[config.mk]
export PLATFORM = sky130hd
export DESIGN_NAME = countdown_timer_ctrl
export DESIGN_NICKNAME = d
export VERILOG_FILES = /design/src/rtl/countdown_timer_ctrl_pkg.sv /design/src/rtl/countdown_timer_ctrl_button_conditioner.sv /design/src/rtl/countdown_timer_ctrl.sv
export SDC_FILE = /design/constraint.sdc
export NUM_CORES = 1
export LEC_CHECK = 0
export ABC_AREA = 1
export CORE_MARGIN = 5
export CORE_UTILIZATION = 50
export DETAILED_ROUTE_END_ITERATION = 10
export HOLD_SLACK_MARGIN = 0.15
export PLACE_DENSITY = 0.67
export SYNTH_ARGS = -nofsm -noshare
export SYNTH_HDL_FRONTEND = slang
export SYNTH_SLANG_ARGS = --single-unit
[constraint.sdc]
create_clock -name clk -period 9.9 [get_ports clk]
set_input_delay 1.98 -clock clk [delete_from_list [all_inputs] [get_ports clk]]
set_output_delay 1.98 -clock clk [all_outputs]
set_load 0.02 [all_outputs]
[src/rtl/countdown_timer_ctrl_pkg.sv]
// Shared types and BCD helpers for the countdown timer controller.
// Latency: combinational helpers only.
// Backpressure: none.
package countdown_timer_ctrl_pkg;

    localparam int MAX_DIGITS = 6;
    localparam int MAX_W      = 4 * MAX_DIGITS;

    typedef enum logic [1:0] {
        ST_COUNTING = 2'd0,
        ST_PAUSED   = 2'd1,
        ST_SETUP    = 2'd2,
        ST_FINISHED = 2'd3
    } state_e;

    // Odd digits 1 and 3 are tens of seconds/minutes; everything else counts to 9.
    function automatic logic [3:0] digit_max(input int idx);
        return (idx == 1 || idx == 3) ? 4'd5 : 4'd9;
    endfunction

    function automatic logic [MAX_W-1:0] bcd_dec(input logic [MAX_W-1:0] t, input int n_digits);
        logic [MAX_W-1:0] r;
        logic             borrow;
        r      = t;
        borrow = 1'b1;
        for (int i = 0; i < MAX_DIGITS; i++) begin
            if (i < n_digits && borrow) begin
                if (t[4*i +: 4] == 4'd0) begin
                    r[4*i +: 4] = digit_max(i);
                end else begin
                    r[4*i +: 4] = t[4*i +: 4] - 4'd1;
                    borrow      = 1'b0;
                end
            end
        end
        return r;
    endfunction

endpackage

[src/rtl/countdown_timer_ctrl_button_conditioner.sv]
// Raw button to single-cycle press pulse: 2-FF sync, debounce, rising-edge detect.
// Latency: 2 + DEBOUNCE_CYCLES + 1 cycles from press to pulse.
// Backpressure: none; the button is sampled every cycle.
module button_conditioner #(
    parameter int DEBOUNCE_CYCLES = 500_000
) (
    input  logic clk,
    input  logic rst_n,
    input  logic btn_i,
    output logic pulse_o
);

    localparam int CW = $clog2(DEBOUNCE_CYCLES + 1);

    logic          sync1_q, sync2_q;
    logic          stable_q, stable_dly_q;
    logic          pulse_q;
    logic [CW-1:0] cnt_q;

    always_ff @(posedge clk or negedge rst_n) begin
        if (!rst_n) begin
            sync1_q      <= 1'b0;
            sync2_q      <= 1'b0;
            stable_q     <= 1'b0;
            stable_dly_q <= 1'b0;
            pulse_q      <= 1'b0;
            cnt_q        <= '0;
        end else begin
            sync1_q <= btn_i;
            sync2_q <= sync1_q;
            // Accept a new level only after it differed for DEBOUNCE_CYCLES consecutive cycles.
            if (sync2_q == stable_q) begin
                cnt_q <= '0;
            end else if (cnt_q == CW'(DEBOUNCE_CYCLES - 1)) begin
                stable_q <= sync2_q;
                cnt_q    <= '0;
            end else begin
                cnt_q <= cnt_q + CW'(1);
            end
            stable_dly_q <= stable_q;
            pulse_q      <= stable_q & ~stable_dly_q;
        end
    end

    assign pulse_o = pulse_q;

endmodule

[src/rtl/countdown_timer_ctrl.sv]
// Button-driven BCD countdown timer with SETUP/COUNTING/PAUSED/FINISHED control; COUNTDOWN_TIMER_AUTORELOAD_EN reloads the preset on expiry.
// Latency: state/time update one cycle after a conditioned button pulse; one decrement per TICK_CYCLES.
// Backpressure: none; outputs are free-running registers.
module countdown_timer_ctrl
    import countdown_timer_ctrl_pkg::*;
#(
    parameter int NUM_DIGITS      = 4,
    parameter int TICK_CYCLES     = 50_000_000,
    parameter int DEBOUNCE_CYCLES = 500_000
) (
    input  logic                    clk,
    input  logic                    rst_n,
    input  logic                    up_btn,
    input  logic                    down_btn,
    input  logic                    left_btn,
    input  logic                    right_btn,
    input  logic                    action_btn,
    output logic [4*NUM_DIGITS-1:0] time_bcd,
    output logic [1:0]              state,
    output logic [2:0]              sel_digit,
    output logic                    expired
);

    localparam int TW = 4 * NUM_DIGITS;
    localparam int PW = $clog2(TICK_CYCLES + 1);

    // Asynchronous assert, synchronous release.
    logic [1:0] rst_sync_q;
    logic       rst_int_n;

    always_ff @(posedge clk or negedge rst_n) begin
        if (!rst_n) rst_sync_q <= 2'b00;
        else        rst_sync_q <= {rst_sync_q[0], 1'b1};
    end
    assign rst_int_n = rst_sync_q[1];

    logic [4:0] raw_btn, pulse;
    assign raw_btn = {action_btn, left_btn, right_btn, up_btn, down_btn};

    for (genvar g = 0; g < 5; g++) begin : g_btn
        button_conditioner #(.DEBOUNCE_CYCLES(DEBOUNCE_CYCLES)) u_cond (
            .clk    (clk),
            .rst_n  (rst_int_n),
            .btn_i  (raw_btn[g]),
            .pulse_o(pulse[g])
        );
    end

    logic act_p, lft_p, rgt_p, up_p, dn_p;
    assign {act_p, lft_p, rgt_p, up_p, dn_p} = pulse;

    state_e          state_q, state_d;
    logic [TW-1:0]   time_q, time_d;
    logic [TW-1:0]   preset_q, preset_d;
    logic [2:0]      sel_q, sel_d;
    logic [PW-1:0]   presc_q, presc_d;
    logic            expired_q, expired_d;

    logic [MAX_W-1:0] dec_full;
    logic             dec_zero;
    logic             tick;

    assign dec_full = bcd_dec(MAX_W'(time_q), NUM_DIGITS);
    assign dec_zero = (dec_full == '0);
    assign tick     = (presc_q == PW'(TICK_CYCLES - 1));

    always_comb begin
        state_d   = state_q;
        time_d    = time_q;
        preset_d  = preset_q;
        sel_d     = sel_q;
        presc_d   = presc_q;
        expired_d = 1'b0;
        case (state_q)
            ST_SETUP: begin
                // One action per cycle: action beats cursor moves, which beat digit edits.
                if (act_p) begin
                    if (time_q != '0) begin
                        preset_d = time_q;
                        presc_d  = '0;
                        state_d  = ST_COUNTING;
                    end
                end else if (lft_p) begin
                    sel_d = (sel_q == 3'd0) ? 3'(NUM_DIGITS - 1) : sel_q - 3'd1;
                end else if (rgt_p) begin
                    sel_d = (sel_q == 3'(NUM_DIGITS - 1)) ? 3'd0 : sel_q + 3'd1;
                end else if (up_p || dn_p) begin
                    for (int i = 0; i < NUM_DIGITS; i++) begin
                        if (sel_q == 3'(i)) begin
                            if (up_p)
                                time_d[4*i +: 4] = (time_q[4*i +: 4] == digit_max(i)) ?
                                                   4'd0 : time_q[4*i +: 4] + 4'd1;
                            else
                                time_d[4*i +: 4] = (time_q[4*i +: 4] == 4'd0) ?
                                                   digit_max(i) : time_q[4*i +: 4] - 4'd1;
                        end
                    end
                end
            end
            ST_COUNTING: begin
                if (act_p) begin
                    state_d = ST_PAUSED;
                end else if (tick) begin
                    presc_d = '0;
                    if (dec_zero) begin
                        expired_d = 1'b1;
`ifdef COUNTDOWN_TIMER_AUTORELOAD_EN
                        time_d    = preset_q;
`else
                        time_d    = '0;
                        state_d   = ST_FINISHED;
`endif
                    end else begin
                        time_d = dec_full[TW-1:0];
                    end
                end else begin
                    presc_d = presc_q + PW'(1);
                end
            end
            ST_PAUSED: begin
                if (act_p) begin
                    state_d = ST_COUNTING;
                end else if (lft_p) begin
                    state_d = ST_SETUP;
                    sel_d   = 3'd0;
                end
            end
            ST_FINISHED: begin
                if (act_p) begin
                    time_d  = preset_q;
                    state_d = ST_SETUP;
                end
            end
            default: state_d = ST_SETUP;
        endcase
    end

    always_ff @(posedge clk or negedge rst_int_n) begin
        if (!rst_int_n) begin
            state_q   <= ST_SETUP;
            time_q    <= '0;
            preset_q  <= '0;
            sel_q     <= 3'd0;
            presc_q   <= '0;
            expired_q <= 1'b0;
        end else begin
            state_q   <= state_d;
            time_q    <= time_d;
            preset_q  <= preset_d;
            sel_q     <= sel_d;
            presc_q   <= presc_d;
            expired_q <= expired_d;
        end
    end

    assign time_bcd  = time_q;
    assign state     = state_q;
    assign sel_digit = sel_q;
    assign expired   = expired_q;

endmodule

* Yosys cells after proc, flatten, opt, wreduce, memory -nomap -nowiden
Cells that the tools add are included.
** Operators by class
- Equal/unequal tests :: 40
- Bitwise gates (word level) :: 15
- $add $sub $neg :: 16
- Reduce and logical (&&, ||, !) cells :: 25
- Mux-type cells :: 69
** Operator list (count)
- 2-to-1 mux 19 bit :: 10
- 2-to-1 mux 16 bit :: 8
- 2-to-1 mux 26 bit :: 4
- adder 19 x 1 -> 19 bit (second input constant) :: 5
- equality test 19 bit (second input constant) :: 5
- 2-to-1 mux 4 bit :: 19
- case mux 26 bit (2 select lines) :: 1
- case mux 16 bit (3 select lines) :: 1
- AND reduction 9 bit :: 4
- adder 26 x 1 -> 26 bit (second input constant) :: 1
- equality test 26 bit (second input constant) :: 1
- zero test 24 bit :: 1
- inequality test 2 bit (second input constant) :: 12
- 2-to-1 mux 3 bit :: 7
- adder 4 x 1 -> 4 bit (second input constant) :: 4
- zero test 4 bit :: 4
- 2-to-1 mux 2 bit :: 8
- nonzero test 16 bit :: 1
- subtractor 4 x 1 -> 4 bit (second input constant) :: 4
- inverter 1 bit :: 10
- AND reduction 2 bit :: 5
- 2-to-1 mux 1 bit :: 9
- equality test 4 x 3 -> 1 bit (second input constant) :: 2
- equality test 4 bit (second input constant) :: 2
- other kinds (22) :: 37
** Word-level totals
- Output and inout port bits :: 22
- Word-level logic and storage cells :: 205
- Input port bits :: 7
- Register bits :: 186

* Longest topological paths before layout
- Depth after elaboration :: 10
- Gate-level depth with buffers :: 14
- Gate-level depth less buffers :: 14

* Cells and area by module
Synthesis repeated with hierarchy kept, for this count alone.
** Second synthesis, totals
- Cell total of the unflattened synthesis :: 1408
- Area total of the unflattened synthesis :: 10799.1 um^2
** Modules (own cells, without submodules)
- button_conditioner :: area an instance 1241.2 um^2, sequential area each 600.6 um^2, cells an instance 151, instances 5
- countdown_timer_ctrl :: area an instance 4593.2 um^2, sequential area each 1652.8 um^2, cells an instance 653, instances 1

* Worst setup path before layout
Ideal clock, no wire load.
- Kind :: reg2out
- Start point :: register state_q[1], in the netlist state[1]
- End point :: output state[1]
- Data arrival time :: 0.604 ns
- Path slack :: 7.316 ns
- Required time :: 7.920 ns
- Cell stages (with the launch flop) :: 1
- Cells stage by stage :: dfstp_2
** RTL lines
- start: declaration :: line countdown_timer_ctrl.sv:52 : state_e state_q, state_d;
- start signal: assignment :: line countdown_timer_ctrl.sv:147 : state_q <= state_d;
- end: declaration :: line countdown_timer_ctrl.sv:19 : output logic [1:0] state,
No word-level cell between the ends.

* Worst setup path after layout
- Start point :: register state_q[1], in the netlist state[1]
- End point :: output state[1]
No word-level cell between the ends.

==> flow_metrics.tcl <==
set metrics [dict create \
    status "finished, final reports clean" \
    ys_types 53 \
    finalWeightedCongestion 0.895 \
    cpMaxStageDelayCell "clkdlybuf4s50_1" \
    cts-resized-gates 0 \
    antenna_found_initial 0 \
    clk_pin_slew_ns 0.08 \
    synth-seq-area-share_pct 46.6 \
    insertedDiodeCount 0 \
    p_leak_nw 4.79 \
    drt_first_pass_iters 7 \
    die_h_um 151 \
    timing.critical_path.buf_inv 1 \
    wirelength_mm 21.9 \
    synth-main-ff-cell "dfrtp_1" \
    syn_area_mm2 0.00999 \
    place_ws_ns 6.73 \
    area_growth_pct 11.3 \
    cts_tree "done" \
    final_area_mm2 0.0111 \
    core-area_mm2 0.0196 \
    clock_sinks 186 \
    grt_util_all_layers_pct 20.4 \
    setup_violations 0 \
    ir_drop_uv 130 \
    die_area_mm2 0.0229 \
    placed_cell_area_mm2 0.0106 \
    placed_cells 1545 \
    synth-edff-count 0 \
    cp-start-kind "register" \
    postCtsSetupBuffers 0 \
    fin_setup_tns_ns 0 \
    use_met3_pct 4.01 \
    syn_inst 1271 \
    yosys_warnings 0 \
    fin_skew_ns 0.0107 \
    nets 1322 \
    drc_errors 0 \
    worstPathCellList "clkdlybuf4s50_1" \
    cts_htree_levels 4 \
    cts_buffers 17 \
    async_flop_share_pct 100 \
    insertion_delay_ns 0.44 \
    final_cell_mix "252 x nand2_1, 184 x dfrtp_1, 170 x nor2_1" \
    r2r_start "state[1]$_DFFE_PN1P_" \
    drive_gt1_share_pct 5.26 \
    grt_max_degree 143 \
    clock-root-buffer "clkbuf_16" \
    grt_pass1_vias 7958 \
    final_cells 1577 \
    critPathTopFamily "buffers and inverters" \
    syn_area_per_cell_um2 7.86 \
    period_needed_ns 3.62 \
    grt_first_pass_wirelength_mm 37.8 \
    cts_max_path_buffers 2 \
    via_count 8455 \
    finalHoldViolCount 0 \
    rsz0062_at_grt "false" \
    drv_cap 0 \
    path_class "reg2out" \
    grtUsageMet1_pct 27.7 \
    worstSetupStartpoint "state[1]$_DFFE_PN1P_" \
    viasPerCell 5.36 \
    rows 51 \
    relSlewSlack_pct 25.3 \
    busiest_layer "met2" \
    wl_per_cell_um 13.9 \
    hold_slack_ns 0.331 \
    drtAntennaViolNets 0 \
    io_buffers 28 \
    drv_slew 0 \
    hold_path_class "reg2async" \
    ctsHoldBuffers 0 \
    critPathMaxFanout 7 \
    crit_arrival_ns 1.64 \
    worst_ep_required_time_ns 7.92 \
    p_per_area_mw_per_mm2 133 \
    drt_iter0_markers 618 \
    initial_utilization_pct 51.0 \
    layout_commonest_cell "nand2_1" \
    crit_path_end_kind "primary output" \
    tightest_slew_ns 1.12 \
    met2_usage_pct 32.7 \
    finalCritPeriodShare_pct 36.6 \
    hpwl_mm 15.5 \
    fp.dieW_um 151 \
    critPathMaxStageDelay_ns 0.62 \
    syn_nets 1294 \
    ios 29 \
    worst_slack_ns 6.28 \
    fmax_ghz 0.276 \
    overflow 0 \
    ys_seq_elements 186 \
]
## report_power, final
part	switching (mW)	total, mW	internal, mW
clock	0.310	0.672	0.362
sequential	0.00911	0.776	0.767
combinational	0.0237	0.0331	0.00941
## cells by family after synthesis
kind of cell	synth area share, %
xor+xnor	3.68
flops	46.6
fa+ha+maj	2.00
mux	0.338
other cells	0.0375
simple gates	28.9
buf+inv	6.79
compound gates	11.7
## cell usage after synthesis (3+ instances only)
library cell  count  share of area (%)
inv_1           150                5.6
nor2_4            4               0.45
nand3_2           3               0.30
a21oi_1          67                3.4
a211oi_1          9               0.68
a31oi_1           3               0.19
nand2_1         252                9.5
clkbuf_1         14               0.53
o21ai_1           5               0.25
nand3_1          79                4.0
o31ai_1           6               0.45
nand2_2           5               0.31
nand4_1          36                2.3
nor3_1           49                2.5
buf_2             6               0.30
xor2_1           36                3.2
o21a_1            5               0.38
o21ai_0          91                4.6
nor3b_1           5               0.38
nor2_2            7               0.44
nor4_1           20                1.3
a22oi_1           4               0.30
xnor2_1           6               0.53
o2111ai_1         3               0.26
ha_1             16                2.0
mux2_2            3               0.34
dfrtp_1         185                 46
nor2_1          170                6.4
## per-stage QoR
step | total power [mW] | utilization [%]
floorplan | 0.812 | -
global placement | 0.825 | 53.9
detailed placement | 0.825 | 53.9
CTS | 1.50 | 56.8
global route | 1.54 | 56.8
finish | 1.48 | 56.8
## flip-flops by register name, summed over array words and instances (netlist names)
name	flops
sel_digit	3
g_btn.u_cond.stable_q	5
g_btn.u_cond.stable_dly_q	5
g_btn.u_cond.sync2_q	5
preset_q	16
presc_q	26
expired	1
g_btn.u_cond.sync1_q	5
rst_sync_q	2
state	2
time_bcd	16
g_btn.u_cond.cnt_q	95
g_btn.u_cond.pulse_o	5
## final cells by class
| class | count | area (µm²) |
|---|---|---|
| flip-flops and latches | 186 | 4660 |
| multi-input cells | 909 | 4660 |
| inverters | 153 | 577 |
| fillers | 1828 | 8460 |
| well taps | 265 | 332 |
| clock inverters | 12 | 130 |
| clock buffers | 20 | 447 |
| repair buffers | 32 | 323 |
## worst paths after layout
kind / endpoint / slack (ns) / cells past startpoint
worst max-delay path: state[1] / 6.28 / 1
worst min-delay path: g_btn[1].u_cond.cnt_q[15]$_DFF_PN0_ / 0.33 / 0
worst max register to register: sel_digit[2]$_DFFE_PN0P_ / 7.10 / 9
worst min register to register: g_btn[1].u_cond.cnt_q[15]$_DFF_PN0_ / 0.33 / 0
max in group asynchronous: rst_sync_q[1]$_DFF_PN0_ / 8.07 / 1
min in group clk: rst_sync_q[1]$_DFF_PN0_ / 0.35 / 0
## routing by layer
metal	vias up	wire length (µm)	share of wire [%]
met3	34	968	4.4
met2	189	10200	47
met5	-	0	0
li1	4283	-	-
met4	0	470	2.1
met1	3949	10200	47
Power figures use the tool's default switching activity.
